## config.mk

```make
export PLATFORM = sky130hd
export DESIGN_NAME = sr_latch_gated
export DESIGN_NICKNAME = d
export VERILOG_FILES = /design/src/rtl/sr_latch_gated.sv
export SDC_FILE = /design/constraint.sdc
export NUM_CORES = 1
export LEC_CHECK = 0
export ABC_AREA = 1
export BUFFER_PORTS_ARGS = -buffer_cell sky130_fd_sc_hd__buf_2
export CAP_MARGIN = 20
export CORE_AREA = 5 5 42 44
export CTS_CLUSTER_SIZE = 20
export DETAILED_ROUTE_END_ITERATION = 8
export DIE_AREA = 0 0 47 49
export PLACE_DENSITY_LB_ADDON = 0.15
export SLEW_MARGIN = 20
export SYNTH_ARGS = -nofsm -noshare
export SYNTH_HDL_FRONTEND = slang
export SYNTH_SLANG_ARGS = --single-unit
```

## constraint.sdc

```tcl
create_clock -name clk -period 0.8 [get_ports clk]
set_input_delay 0.12 -clock clk [delete_from_list [all_inputs] [get_ports clk]]
set_output_delay 0.12 -clock clk [all_outputs]
set_load 0.005 [all_outputs]
```

## src/rtl/sr_latch_gated.sv

```systemverilog
// rtl/sr_latch_gated.sv - enable-gated SR storage bits, clocked, with forbidden-state flag
module sr_latch_gated #(
    parameter int WIDTH     = 1,
    parameter int SR_POLICY = 0
) (
    input  logic             clk,
    input  logic             rst,
    input  logic [WIDTH-1:0] en,
    input  logic [WIDTH-1:0] s,
    input  logic [WIDTH-1:0] r,
    output logic [WIDTH-1:0] q,
    output logic [WIDTH-1:0] q_,
    output logic [WIDTH-1:0] inv
);

    logic [WIDTH-1:0] q_q,   q_d;
    logic [WIDTH-1:0] qn_q,  qn_d;
    logic [WIDTH-1:0] inv_q, inv_d;

    always_comb begin
        q_d   = q_q;
        qn_d  = qn_q;
        inv_d = inv_q;
        for (int i = 0; i < WIDTH; i++) begin
            if (en[i]) begin
                case ({s[i], r[i]})
                    2'b01: begin
                        q_d[i]   = 1'b0;
                        qn_d[i]  = 1'b1;
                        inv_d[i] = 1'b0;
                    end
                    2'b10: begin
                        q_d[i]   = 1'b1;
                        qn_d[i]  = 1'b0;
                        inv_d[i] = 1'b0;
                    end
                    2'b11: begin
                        // Any policy other than 1 or 2 behaves like the cross-coupled NOR pair.
                        if (SR_POLICY == 1) begin
                            q_d[i]   = 1'b0;
                            qn_d[i]  = 1'b1;
                            inv_d[i] = 1'b0;
                        end else if (SR_POLICY == 2) begin
                            q_d[i]   = 1'b1;
                            qn_d[i]  = 1'b0;
                            inv_d[i] = 1'b0;
                        end else begin
                            q_d[i]   = 1'b0;
                            qn_d[i]  = 1'b0;
                            inv_d[i] = 1'b1;
                        end
                    end
                    default: begin
                        q_d[i]   = q_q[i];
                        qn_d[i]  = qn_q[i];
                        inv_d[i] = inv_q[i];
                    end
                endcase
            end
        end
    end

    always_ff @(posedge clk or posedge rst) begin
        if (rst) begin
            q_q   <= '0;
            qn_q  <= '1;
            inv_q <= '0;
        end else begin
            q_q   <= q_d;
            qn_q  <= qn_d;
            inv_q <= inv_d;
        end
    end

    assign q   = q_q;
    assign q_  = qn_q;
    assign inv = inv_q;

endmodule

```

## Yosys cells after proc, flatten, opt, wreduce, memory -nomap -nowiden

Index checks and enable logic that the tools add are counted.

- Logic and storage cells: 18
- Register bits: 3

- Reductions and logical operators: 9
- Equality and inequality tests: 3
- Muxes and demuxes: 3

Operators with widths:

| operator | number |
|---|---|
| $pmux W1 S2 | 3 |
| $reduce_and A2 Y1 | 3 |
| $reduce_bool A2 Y1 | 3 |
| $reduce_or A2 Y1 | 3 |
| $eq A2 B2 Y1 const B | 2 |
| $eq A2 B1 Y1 const B | 1 |

## Longest topological paths before layout

Gate-level depths: netlist of the first run.

- Depth after elaboration: 4
- Mapped depth: 4

## Least setup slack after synthesis of the first run

No wires, ideal clock.

- Path type: register to register
- From: reg q_ (netlist name)
- To: reg qn_q, in the netlist q_
- Path slack: 0.068 ns
- Period minus slack after synthesis: 0.732 ns
- Required time: 0.742 ns
- Cell stages (with the launch flop): 5
- Arrival time: 0.673 ns
- Path through: dfstp_2 -> inv_1 -> nand2_1 -> nand2_1 -> inv_1

RTL lines:

| item | line | source |
|---|---|---|
| end signal: assignment | 70 | `qn_q <= qn_d;` |
| end: declaration | 17 | `logic [WIDTH-1:0] qn_q, qn_d;` |

## Worst setup path in the final report of the first run

- From: reg qn_q, in the netlist q_
- To: out q_

RTL lines:

| item | line | source |
|---|---|---|
| end: declaration | 12 | `output logic [WIDTH-1:0] q_,` |

No word-level cell between the ends.

==> impl_metrics.env, run 1 <==
export IMPL_hold_viol_final=0
export IMPL_clock_path_buffers=2
export IMPL_synth_area_top_cells="dfrtp_1 (38%), dfstp_2 (20%), nand2_1 (20%), inv_1 (14%), nand3_1 (7.6%)"
export IMPL_r2r_end="q_"
export IMPL_coreArea_sq_um=1400
export IMPL_worstReg2RegStart="q_"
export IMPL_register_area_sq_um=76.3
export IMPL_crit_family="flip-flops"
export IMPL_worstPathRequired_ns=0.68
export IMPL_wl_per_cell_microns=7.17
export IMPL_cts_made_buffers=3
export IMPL_hpwl_microns=280
export IMPL_cp_slowest_cell="dfstp_2"
export IMPL_fin_crit_ns=0.975
export IMPL_io_pins=8
export IMPL_io_buffers=7
export IMPL_final_cell_mix="nand2_1 (7), buf_2 (7), inv_1 (4)"
export IMPL_totalWireLength_microns=330
export IMPL_setup_viol=4
export IMPL_seq_area_frac_synth=0.581
export IMPL_fill_cells=177
export IMPL_startpoint="q_"
export IMPL_syn_avg_cell_area_sq_um=7.73
export IMPL_finClkSkew_ns=0
export IMPL_std_cell_rows=14
export IMPL_viasPerCell=3.00
export IMPL_leakagePower_nw=0.140
export IMPL_detailedPlace_worstSlack_ns=0.0386
export IMPL_p_total_mw=0.515
export IMPL_drtPass1Iterations=1
export IMPL_end_kind="output pin"
export IMPL_die_area_sq_um=2300
export IMPL_syn_area_sq_um=131
export IMPL_gr_total_overflow=0
export IMPL_drv_cap=0
export IMPL_synth_top_area_cell="dfrtp_1"
export IMPL_slew_headroom=0.925
export IMPL_clk_pin_slew_worst_paths_ns=0.03
export IMPL_drc=0
export IMPL_htreeDepth=1
export IMPL_multi_input_area_sq_um=36.3
export IMPL_path_max_fanout=2
export IMPL_cp_arrival_ns=0.85
export IMPL_vias=138
export IMPL_antenna_found_initial=0
export IMPL_grt_util_all_layers=0.0409
export IMPL_slew_viol_final=0
export IMPL_cp_cell_sequence="buf_2"
export IMPL_cts_root_buf="clkbuf_4"
export IMPL_rsz0062_at_grt="yes"
export IMPL_clock_fmax_mhz=1030
export IMPL_gp_congestion=0.612
export IMPL_clock_sinks=3
export IMPL_crit_type="flop to output pin"
export IMPL_r2r_cells=5
export IMPL_ir_worst_vdd_v=0.000613
export IMPL_dieHeight_microns=49
export IMPL_syn_to_final_growth_pct=75.2
export IMPL_power_density_nw_per_um2=2240
export IMPL_start_util=0.0938
export IMPL_insertedDiodeCount=0
export IMPL_critical_path_depth=1
export IMPL_worst_slack_ns=-0.175
export IMPL_path_buf_inv=1
export IMPL_detail_route_iter0_violations=0
export IMPL_fin_area_sq_um=230
export IMPL_clock_latency_ns=0.23
export IMPL_ys_seq_elements=3
export IMPL_crit_path_end="q_"
export IMPL_grt_pass1_vias=168
export IMPL_syn_num_nets=22
export IMPL_yosys_warnings=0
export IMPL_dieWidth_microns=47
export IMPL_postSynthCellCount=17
export IMPL_finalCritPeriodShare=1.22
export IMPL_min_path_type="input port to flop"
export IMPL_grt_pass1_wl_microns=627
export IMPL_worstSetupStartpointType="flop"
export IMPL_post_dp_cell_area_sq_um=186
export IMPL_ant_nets=0
export IMPL_synth_cell_types=5
export IMPL_status="finished, violations left"
export IMPL_slowest_delay_ns=0.52
export IMPL_worst_slew_pin_slew_ns=0.113
export IMPL_synth_top_area_frac=0.381
export IMPL_violations="negative setup slack"
export IMPL_drive_gt1_frac=0.433
export IMPL_grt_max_degree=4
export IMPL_min_path_cells=3
export IMPL_r2r_slack_ns=-0.04
export IMPL_cts_tree="done"
export IMPL_nets=36
-- synthesized netlist by cell type --
cell / count
dfstp_2: 1
nand2_1: 7
dfrtp_1: 2
inv_1: 5
nand3_1: 2
-- state kept, by name (all words and copies together), names as in the netlist --
signal,cells
q_,1
q,1
inv,1
-- routing by layer --
metal / track usage / share of wire
met3: 0.0111 / 0.027
met4: 0.0553 / 0
met5: 0 / 0
met2: 0.0611 / 0.67
met1: 0.0354 / 0.30
-- area by class of cell --
cell class | count | share of cell area
multi-input cells | 9 | 0.158
flip-flops and latches | 3 | 0.332
repair buffers | 9 | 0.228
inverters | 5 | 0.0815
clock buffers | 4 | 0.114
well taps | 16 | 0.0870
-- worst min-delay path, cell delays in order --
cell and delay [ns]:
buf_2 0.09, nand3_1 0.06, nand2_1 0.07
-- report_power, final --
group | total, mW | switching, mW | internal [mW]
Sequential | 0.182 | 0.00835 | 0.173
Clock | 0.258 | 0.0711 | 0.186
Combinational | 0.0753 | 0.0358 | 0.0396
-- logic make-up (layout without fill, tap and decap cells) --
| logic type | Yosys count | in the layout | synth area share |
|---|---|---|---|
| flops | 3 | 3 | 0.581 |
| simple gates | 9 | 9 | 0.276 |
| buf+inv | 5 | 18 | 0.143 |
-- worst min-delay path by stage --
stage	startpoint	to	slack, ns
after floorplan	rst	inv	-0.13
after global placement	rst	q	-0.007
after detailed placement	rst	q	-0.003
after CTS	s	inv	0.14
after global routing	s	inv	0.18
final	s	inv	0.14
-- through the flow --
stage / utilization / hold slack [ns] / setup TNS (ns) / std cells
finish: 0.164 / 0.143 / -0.295 / 46
global placement: 0.133 / -0.00689 / 0 / 40
detailed placement: 0.133 / -0.00274 / 0 / 40
CTS: 0.159 / 0.139 / -0.314 / 45
floorplan: - / -0.127 / 0 / 17
global route: 0.164 / 0.179 / -0.442 / 46
-- what timing repair did --
action,CTS,global route
gates resized for setup,0,1
setup buffers,0,1
setup endpoints to repair,3,4
cloned,0,0
hold buffers,1,0
hold endpoints to repair,3,0
No activity file was read; power rests on OpenSTA's default activity.
==> run 2, diff against run 1 <==
--- a/config.mk
+++ b/config.mk
@@ -12,7 +12,8 @@
 export CTS_CLUSTER_SIZE = 20
 export DETAILED_ROUTE_END_ITERATION = 8
 export DIE_AREA = 0 0 47 49
-export PLACE_DENSITY_LB_ADDON = 0.15
+export MAX_ROUTING_LAYER = met4
+export PLACE_DENSITY_LB_ADDON = 0.2
 export SLEW_MARGIN = 20
 export SYNTH_ARGS = -nofsm -noshare
 export SYNTH_HDL_FRONTEND = slang
==> run 2 against run 1 <==
  * Setup slack improved by 0.00051 ns
  * Count of clock-buffer cells in the layout did not move
  * Via count fell by 2.2%
  * The flow still finishes with violations (negative setup slack)
  * Clock skew did not move
  * Utilization rose by 0.18 points
  * Clock power rose by 2%
  * Global-route usage fell by 0.11 points
  * Total power rose by 1.3%
  * Sequential share of layout area fell by 0.36 points
  * Die area did not move
==> impl_metrics.env, run 2 (synthesized netlist as in run 1, its figures left out) <==
export IMPL_syn_to_final_growth_pct=77.1
export IMPL_cts_made_buffers=3
export IMPL_switchingPower_mw=0.120
export IMPL_cts_tree="done"
export IMPL_final_cell_mix="buf_2 (7), nand2_1 (6), inv_1 (4)"
export IMPL_htreeDepth=1
export IMPL_switching_share=0.231
export IMPL_totalWireLength_microns=318
export IMPL_clock_fmax_mhz=1030
export IMPL_vias=135
export IMPL_r2r_cells=5
export IMPL_viasPerCell=2.93
export IMPL_drc=0
export IMPL_wl_per_cell_microns=6.91
export IMPL_min_path_cells=3
export IMPL_hpwl_microns=261
export IMPL_setup_viol=4
export IMPL_end_kind="output pin"
export IMPL_cp_arrival_ns=0.85
export IMPL_min_to="inv"
export IMPL_worstPathRequired_ns=0.68
export IMPL_status="finished, violations left"
export IMPL_io_buffers=7
export IMPL_fin_area_sq_um=233
export IMPL_worst_slack_ns=-0.174
export IMPL_grt_pass1_wl_microns=586
export IMPL_worstReg2RegStart="q_"
export IMPL_path_max_fanout=2
export IMPL_crit_type="flop to output pin"
export IMPL_fin_setup_tns_ns=-0.293
export IMPL_rsz0062_at_grt="yes"
export IMPL_ant_nets=0
export IMPL_dieWidth_microns=47
export IMPL_clkPwrFrac=0.504
export IMPL_leakagePower_nw=0.141
export IMPL_grt_pass1_vias=158
export IMPL_hold_viol_final=0
export IMPL_crit_family="flip-flops"
export IMPL_min_from="s"
export IMPL_pwr_share_seq=0.348
export IMPL_antenna_found_initial=0
export IMPL_p_total_mw=0.521
export IMPL_worstSetupStartpointType="flop"
export IMPL_grt_max_degree=4
export IMPL_coreArea_sq_um=1400
export IMPL_clk_pin_slew_worst_paths_ns=0.04
export IMPL_power_density_nw_per_um2=2240
export IMPL_slowest_delay_ns=0.52
export IMPL_fin_crit_ns=0.974
export IMPL_io_pins=8
export IMPL_intPower_mw=0.401
export IMPL_path_buf_inv=1
export IMPL_slew_viol_final=0
export IMPL_ir_worst_vdd_v=0.000595
export IMPL_post_dp_cell_area_sq_um=186
export IMPL_finClkSkew_ns=0
export IMPL_gr_total_overflow=0
export IMPL_drive_gt1_frac=0.467
export IMPL_clock_latency_ns=0.23
export IMPL_r2r_slack_ns=-0.03
export IMPL_grt_util_all_layers=0.0398
export IMPL_drtPass1Iterations=2
export IMPL_fin_hold_ws_ns=0.149
export IMPL_final_common_cell="buf_2"
export IMPL_cts_root_buf="clkbuf_4"
export IMPL_detail_route_iter0_violations=1
export IMPL_violations="negative setup slack"
export IMPL_gp_congestion=0.607
export IMPL_cp_slowest_cell="dfstp_2"
export IMPL_clock_path_buffers=2
export IMPL_min_path_type="input port to flop"
export IMPL_finalCritPeriodShare=1.22
export IMPL_std_cell_rows=14
export IMPL_clock_sinks=3
export IMPL_dieHeight_microns=49
export IMPL_r2r_end="q_"
export IMPL_die_area_sq_um=2300
export IMPL_comb_power_share=0.149
export IMPL_insertedDiodeCount=0
export IMPL_nets=36
export IMPL_worst_slew_pin_slew_ns=0.114
export IMPL_drv_cap=0
export IMPL_cp_cell_sequence="buf_2"
export IMPL_detailedPlace_worstSlack_ns=0.0500
export IMPL_slew_headroom=0.924
export IMPL_start_util=0.0938
run 2: cell counts in the layout (fill, tap and decap cells not counted):
Identical to the previous run, type by type.
run 2: power groups by stage:
stage / Combinational, mW / Sequential [mW] / Clock, mW
6_report: 0.0776 / 0.181 / 0.263
5_1_grt: 0.0918 / 0.184 / 0.286
4_1_cts: 0.0680 / 0.182 / 0.280
3_5_place_dp: 0.0642 / 0.183 / 0
3_3_place_gp: 0.0631 / 0.183 / 0
2_1_floorplan: 0.0274 / 0.185 / 0
run 2: stage by stage:
stage	utilization	std cells
floorplan	-	17
global placement	0.133	40
detailed placement	0.133	40
CTS	0.159	45
global route	0.166	46
finish	0.166	46
run 2: how the worst max path moves through the flow:
stage	slack [ns]	startpoint	to	depth (start not counted)
floorplan	0.07	q_	q_	4
global placement	0.06	q_	q_	4
detailed placement	0.05	q_	q_	4
CTS	-0.19	q_	q_	1
global route	-0.20	q_	q_	1
finish	-0.17	q_	q_	1
run 2: repair_timing:
| action | in CTS | in global routing |
|---|---|---|
| setup buffers | 0 | 1 |
| hold endpoints to repair | 3 | 0 |
| hold buffers | 1 | 0 |
| endpoints found under the setup margin | 3 | 4 |
| gates resized for setup | 0 | 2 |
run 2: layer usage:
metal / vias up / track usage / part of all wire / routed length, microns
li1: 73 / - / - / -
met1: 60 / 0.0354 / 0.31 / 97
met2: 2 / 0.0543 / 0.64 / 205
met3: 0 / 0.0111 / 0.047 / 15
met4: 0 / 0.0553 / 0 / 0
met5: - / - / 0 / 0
run 2: final cells by class:
| class | count | area, sq um |
|---|---|---|
| clock buffer | 4 | 26.3 |
| fill | 172 | 1170 |
| inverter | 5 | 18.8 |
| multi-input combinational | 9 | 38.8 |
| sequential | 3 | 76.3 |
| tap | 16 | 20.0 |
| timing repair buffer | 9 | 52.6 |
run 2: worst reg2reg max path, cell delays in order, from the launching register on:
cell	delay (ns)
dfstp_2	0.52
buf_4	0.10
inv_2	0.03
nand2_2	0.04
nand2_1	0.04
inv_1	0.05
